[config.mk]
export PLATFORM = sky130hd
export DESIGN_NAME = gray_to_rgb565_expander_flat
export DESIGN_NICKNAME = d
export VERILOG_FILES = /design/src/rtl/gray_to_rgb565_expander_pkg.sv /design/src/rtl/gray_to_rgb565_expander_if.sv /design/src/rtl/gray_to_rgb565_expander_pixel.sv /design/src/rtl/gray_to_rgb565_expander.sv /design/src/flat_wrapper.sv
export SDC_FILE = /design/constraint.sdc
export NUM_CORES = 1
export LEC_CHECK = 0
export ABC_AREA = 1
export BUFFER_PORTS_ARGS = -buffer_cell sky130_fd_sc_hd__buf_2
export CORE_ASPECT_RATIO = 1.75
export CORE_UTILIZATION = 44
export CTS_CLUSTER_DIAMETER = 40
export DETAILED_ROUTE_END_ITERATION = 8
export PLACE_DENSITY = 0.69
export SYNTH_ARGS = -nofsm -noshare
export SYNTH_HDL_FRONTEND = slang
export SYNTH_SLANG_ARGS = --single-unit
[constraint.sdc]
create_clock -name clock -period 1.6 [get_ports clock]
set_input_delay 0.32 -clock clock [delete_from_list [all_inputs] [get_ports clock]]
set_output_delay 0.32 -clock clock [all_outputs]
set_load 0.005 [all_outputs]
[src/rtl/gray_to_rgb565_expander_pkg.sv]
// Shared widths, RGB565 field layout and buffer-state encoding for the gray -> RGB565 expander.
package gray_rgb565_pkg;

  localparam int GRAY_W = 8;

  localparam int R_MSB = 15;
  localparam int R_LSB = 11;
  localparam int G_MSB = 10;
  localparam int G_LSB = 5;
  localparam int B_MSB = 4;
  localparam int B_LSB = 0;

  localparam int R_W   = R_MSB - R_LSB + 1;
  localparam int G_W   = G_MSB - G_LSB + 1;
  localparam int B_W   = B_MSB - B_LSB + 1;
  localparam int RGB_W = R_W + G_W + B_W;

  localparam int PIX_PER_IN_WORD  = 4;
  localparam int PIX_PER_OUT_WORD = 2;
  localparam int IN_W             = GRAY_W * PIX_PER_IN_WORD;
  localparam int OUT_W            = RGB_W * PIX_PER_OUT_WORD;

  typedef enum logic [1:0] {
    ST_EMPTY = 2'd0,
    ST_LO    = 2'd1,
    ST_HI    = 2'd2
  } buf_state_e;

endpackage

[src/rtl/gray_to_rgb565_expander_if.sv]
// Stream bundle between the grayscale reader, the expander and the display/DMA writer.
interface gray_to_rgb565_expander_if;
  import gray_rgb565_pkg::*;

  logic [IN_W-1:0]  in_data;
  logic             in_valid;
  logic             in_ready;
  logic [OUT_W-1:0] out_data;
  logic             out_valid;
  logic             out_ready;
  logic             out_last;

  modport master (
    output in_data, in_valid, out_ready,
    input  in_ready, out_data, out_valid, out_last
  );

  modport slave (
    input  in_data, in_valid, out_ready,
    output in_ready, out_data, out_valid, out_last
  );

endinterface

[src/rtl/gray_to_rgb565_expander_pixel.sv]
// Combinational 8-bit gray -> RGB565 replication.
// Build option GRAY2RGB_ROUND_EN selects round-to-nearest with saturation instead of truncation.
module gray_to_rgb565_pixel
  import gray_rgb565_pkg::*;
(
  input  logic [GRAY_W-1:0] gray,
  output logic [RGB_W-1:0]  rgb
);

`ifdef GRAY2RGB_ROUND_EN
  logic [GRAY_W:0] sum_rb;
  logic [GRAY_W:0] sum_g;
  logic [R_W-1:0]  rb5;
  logic [G_W-1:0]  g6;

  // The carry bit only rises for the top few codes, where the rounded value would overflow the field.
  always_comb begin
    sum_rb = {1'b0, gray} + (GRAY_W+1)'(4);
    sum_g  = {1'b0, gray} + (GRAY_W+1)'(2);
    rb5    = sum_rb[GRAY_W] ? '1 : sum_rb[GRAY_W-1 -: R_W];
    g6     = sum_g[GRAY_W]  ? '1 : sum_g[GRAY_W-1 -: G_W];
    rgb    = '0;
    rgb[R_MSB:R_LSB] = rb5;
    rgb[G_MSB:G_LSB] = g6;
    rgb[B_MSB:B_LSB] = rb5;
  end
`else
  always_comb begin
    rgb = '0;
    rgb[R_MSB:R_LSB] = gray[GRAY_W-1 -: R_W];
    rgb[G_MSB:G_LSB] = gray[GRAY_W-1 -: G_W];
    rgb[B_MSB:B_LSB] = gray[GRAY_W-1 -: B_W];
  end
`endif

endmodule

[src/rtl/gray_to_rgb565_expander.sv]
// Streams 4 packed gray pixels per input word out as 2 words of 2 RGB565 pixels, with line-end marking.
//
// state    | meaning
// ST_EMPTY | no input word held; in_ready high
// ST_LO    | word held, bytes 0/1 not yet emitted
// ST_HI    | word held, bytes 2/3 not yet emitted; refill allowed when the output slot frees
module gray_to_rgb565_expander
  import gray_rgb565_pkg::*;
#(
  parameter int PIXELS_PER_LINE = 640
)
(
  input  logic                        clock,
  input  logic                        reset_n,
  gray_to_rgb565_expander_if.slave    bus
);

  localparam int WORDS_PER_LINE          = PIXELS_PER_LINE / PIX_PER_OUT_WORD;
  localparam int CNT_W                   = (WORDS_PER_LINE > 1) ? $clog2(WORDS_PER_LINE) : 1;
  localparam logic [CNT_W-1:0] CNT_LAST  = CNT_W'(WORDS_PER_LINE - 1);

  if (PIXELS_PER_LINE < PIX_PER_IN_WORD || (PIXELS_PER_LINE % PIX_PER_IN_WORD) != 0) begin : g_bad_cfg
    $error("PIXELS_PER_LINE must be a positive multiple of 4");
  end

  buf_state_e       state_q, state_d;
  logic [IN_W-1:0]  buf_q;
  logic [OUT_W-1:0] out_data_q;
  logic             out_valid_q;
  logic             out_last_q;
  logic [CNT_W-1:0] word_cnt_q;

  logic             slot_free;
  logic             phase;
  logic             load;
  logic             in_ready_c;
  logic             in_fire;
  logic [GRAY_W-1:0] gray_lo, gray_hi;
  logic [RGB_W-1:0]  rgb_lo, rgb_hi;

  always_comb begin
    slot_free  = !out_valid_q || bus.out_ready;
    phase      = (state_q == ST_HI);
    load       = (state_q != ST_EMPTY) && slot_free;
    // Refill in ST_HI coincides with the second-half load, so the buffer never stalls a busy stream.
    in_ready_c = reset_n && ((state_q == ST_EMPTY) || (phase && slot_free));
    in_fire    = bus.in_valid && in_ready_c;

    state_d = state_q;
    unique case (state_q)
      ST_EMPTY: if (in_fire) state_d = ST_LO;
      ST_LO:    if (load)    state_d = ST_HI;
      ST_HI:    if (load)    state_d = in_fire ? ST_LO : ST_EMPTY;
      default:               state_d = ST_EMPTY;
    endcase
  end

  always_ff @(posedge clock) begin
    if (!reset_n) state_q <= ST_EMPTY;
    else          state_q <= state_d;
  end

  always_comb begin
    gray_lo = phase ? buf_q[2*GRAY_W +: GRAY_W] : buf_q[0      +: GRAY_W];
    gray_hi = phase ? buf_q[3*GRAY_W +: GRAY_W] : buf_q[GRAY_W +: GRAY_W];
  end

  gray_to_rgb565_pixel u_pix_lo (.gray(gray_lo), .rgb(rgb_lo));
  gray_to_rgb565_pixel u_pix_hi (.gray(gray_hi), .rgb(rgb_hi));

  always_ff @(posedge clock) begin
    if (!reset_n) begin
      buf_q       <= '0;
      out_data_q  <= '0;
      out_valid_q <= 1'b0;
      out_last_q  <= 1'b0;
      word_cnt_q  <= '0;
    end else begin
      if (in_fire) buf_q <= bus.in_data;
      if (load) begin
        out_data_q  <= {rgb_hi, rgb_lo};
        out_valid_q <= 1'b1;
        out_last_q  <= (word_cnt_q == CNT_LAST);
        word_cnt_q  <= (word_cnt_q == CNT_LAST) ? '0 : word_cnt_q + CNT_W'(1);
      end else if (slot_free) begin
        out_valid_q <= 1'b0;
        out_last_q  <= 1'b0;
      end
    end
  end

  assign bus.in_ready  = in_ready_c;
  assign bus.out_data  = out_data_q;
  assign bus.out_valid = out_valid_q;
  assign bus.out_last  = out_last_q;

endmodule
[src/flat_wrapper.sv]
// flat-port wrapper written by rule: the top's interface ports become plain ports
module gray_to_rgb565_expander_flat import gray_rgb565_pkg::*;
#(
  parameter int PIXELS_PER_LINE = 640
)
  (clock, reset_n, bus_in_data, bus_in_valid, bus_out_ready, bus_in_ready, bus_out_data, bus_out_valid, bus_out_last);
  gray_to_rgb565_expander_if bus_i ();
  input  logic clock;
  input  logic reset_n;
  input wire logic [$bits(bus_i.in_data)-1:0] bus_in_data;
  input wire logic [$bits(bus_i.in_valid)-1:0] bus_in_valid;
  input wire logic [$bits(bus_i.out_ready)-1:0] bus_out_ready;
  output wire logic [$bits(bus_i.in_ready)-1:0] bus_in_ready;
  output wire logic [$bits(bus_i.out_data)-1:0] bus_out_data;
  output wire logic [$bits(bus_i.out_valid)-1:0] bus_out_valid;
  output wire logic [$bits(bus_i.out_last)-1:0] bus_out_last;
  assign bus_i.in_data = bus_in_data;
  assign bus_i.in_valid = bus_in_valid;
  assign bus_i.out_ready = bus_out_ready;
  assign bus_in_ready = bus_i.in_ready;
  assign bus_out_data = bus_i.out_data;
  assign bus_out_valid = bus_i.out_valid;
  assign bus_out_last = bus_i.out_last;
  gray_to_rgb565_expander #(.PIXELS_PER_LINE(PIXELS_PER_LINE)) u_core (.clock(clock), .reset_n(reset_n), .bus(bus_i));
endmodule
==> results.json <==
{
  "outcome": "finished clean",
  "syn_area_um2": 2451,
  "area_delta_synth_final_pct": 10.92,
  "fin_crit_ns": 1.545,
  "nNetsFinal": 361,
  "final_common_cell": "buf_2",
  "fin_util": 0.5131,
  "wl_um": 5036,
  "p_per_area_nw_per_um2": 909.3,
  "grt_pass1_vias": 1685,
  "h-tree-depth": 2,
  "skew_ns": 0.01136,
  "rsz0062_at_grt": "false",
  "hpwl_um": 3577,
  "syn_inst": 285,
  "die_y_um": 100.7,
  "drtAntennaViolNets": 0,
  "cp.buffers_inverters": 3,
  "hold_viol_final": 0,
  "diodes": 0,
  "die_x_um": 58.42,
  "drt_first_pass_iters": 4,
  "holdCritPathClass": "input port to register",
  "crit_type": "register to primary output",
  "cp-end-kind": "primary output",
  "cp_top_family": "flip-flops",
  "grt_max_degree": 31,
  "stdcell_count": 398,
  "peakVddDrop_v": 0.0006725,
  "final_area_um2": 2719,
  "worst_slew_margin_rel": 0.6538,
  "cts.clk_slew.worst_paths_ns": 0.09,
  "core_um2": 5299,
  "synth_seq_cells": 49,
  "yosysSeqAreaShare": 0.4002,
  "dieArea_um2": 5885,
  "cts_tree": "done",
  "io_buffers": 62,
  "start_kind": "register",
  "place_congestion": 0.7990,
  "tns_ns": 0,
  "hold_buffers": 0,
  "track_usage": 0.1800,
  "slowest_stage": "dfxtp_2",
  "fmax_mhz": 647.4,
  "synth_nets": 322,
  "fin_crit_sh": 0.9654,
  "post_synth.cell_area_avg_um2": 8.600,
  "required_ns": 1.28,
  "start_util": 0.4626,
  "drc_errors": 0,
  "layout-drive-gt1-share": 0.4414,
  "numCtsBuffers": 5,
  "hold_ws_ns": 0.2617,
  "grt_pass1_wl_um": 8059,
  "finalSetupViolations": 0,
  "wire_per_inst_um": 12.65,
  "maxSlewViolCount": 0,
  "worst-slew-pin-transition_ns": 0.5180,
  "place_inst": 390,
  "root_buffer": "clkbuf_8",
  "fill_cells": 532,
  "insertion_delay_ns": 0.31,
  "cts.sinks": 49,
  "clk_path_buf_depth": 2,
  "layout_common_cells": "buf_2 (62), dfxtp_1 (48), nand2_1 (42)",
  "yosysWarnings": 0,
  "power.leakage_nw": 1.118,
  "dpl_cell_area_um2": 2613,
  "drtIter0Drc": 53,
  "row_count": 35,
  "cp_cell_sequence": "inv_2 > nor2_8 > nand2_2 > nand2_4 > inv_12 > buf_2",
  "multi_input_area_um2": 1117,
  "drv_cap": 0,
  "vias": 1947,
  "crit_fanout": 26,
  "arrival_ns": 1.22,
  "gr-total-overflow": 0,
  "max_stage_delay_ns": 0.35,
  "ff_latch_area_um2": 982.2,
  "antenna_found_initial": 0,
  "vias_per_cell": 4.892,
  "ys_types": 30,
  "ios": 71
}
[where the power goes]
part	leakage, nW	switching [mW]	internal (mW)
logic	0.675	0.229	0.162
registers	0.400	0.0490	1.28
clock network	0.0433	0.405	0.342
[final cells by class]
class / count / area share
multi-input combinational: 185 / 0.4110
sequential: 49 / 0.3613
timing repair buffer: 68 / 0.1353
clock inverter: 1 / 0.002761
tap: 74 / 0.03405
inverter: 15 / 0.02531
clock buffer: 6 / 0.03037
[cells in the mapped netlist (all sizes together)]
cell / n / area (um2)
dfxtp: 49 / 980.9
buf: 32 / 276.5
xnor2: 1 / 8.760
ha: 1 / 12.51
clkbuf: 4 / 15.01
a21oi: 55 / 350.3
inv: 15 / 63.81
nand2: 61 / 292.8
nor3: 4 / 20.02
a31oi: 1 / 6.260
nor2: 18 / 96.34
o21ai: 14 / 70.07
xor2: 1 / 8.760
nand3b: 1 / 7.510
nand3: 27 / 235.2
nand4: 1 / 6.260
[kinds of logic after synthesis]
logic type | synth area share
AOI/OAI and AO/OA | 0.1741
DFF | 0.4002
adders and majority gates | 0.005104
and+or+nand+nor | 0.2685
xor gates and xnor gates | 0.007148
buffers and inverters | 0.1450
[state kept, by name, indices dropped and copies added (netlist names)]
signal	cells
u_core.buf_q	24
u_core.bus.out_data	12
u_core.bus.out_last	1
u_core.bus.out_valid	1
u_core.state_q	2
u_core.word_cnt_q	9
[routing by layer]
layer,vias up,wire (um),track usage
li1,994,-,-
met1,901,2145,0.2178
met2,44,2587,0.3077
met3,8,165,0.02696
met4,0,137,0.08242
met5,-,0,0
[worst register-to-register path: cells and delay by family (launching register included)]
family / cells / cell delay, ns
simple gates: 2 / 0.51
flops: 1 / 0.40
buf+inv: 2 / 0.32
compound gates: 1 / 0.06
[metrics by stage]
step           total power [mW]  setup WS [ns]
2_1_floorplan             1.672         0.3917
3_5_place_dp              1.752         0.1947
4_1_cts                   2.491        0.02266
5_1_grt                   2.580       0.005982
6_report                  2.472        0.05544
3_3_place_gp              1.746         0.2172
[final timing paths]
check | start | to | slack [ns] | cells past startpoint
worst max-delay path | u_core.bus.out_valid$_SDFFE_PN0P_ | bus_in_ready | 0.06 | 6
worst min-delay path | bus_in_data[28] | u_core.buf_q[28]$_SDFFE_PN0P_ | 0.26 | 3
worst max register to register | u_core.state_q[0]$_SDFFE_PN0P_ | u_core.bus.out_data[21]$_SDFFE_PN0P_ | 0.21 | 5
worst min register to register | u_core.buf_q[29]$_SDFFE_PN0P_ | u_core.bus.out_data[29]$_SDFFE_PN0P_ | 0.46 | 2
[what timing repair did]
action                                  in CTS  in global routing
pin swaps                                    0                  2
endpoints found under the setup margin       1                  1
resized for setup                            2                  1
buffers inserted                             0                  1
No activity file was read; power rests on OpenSTA's default activity.
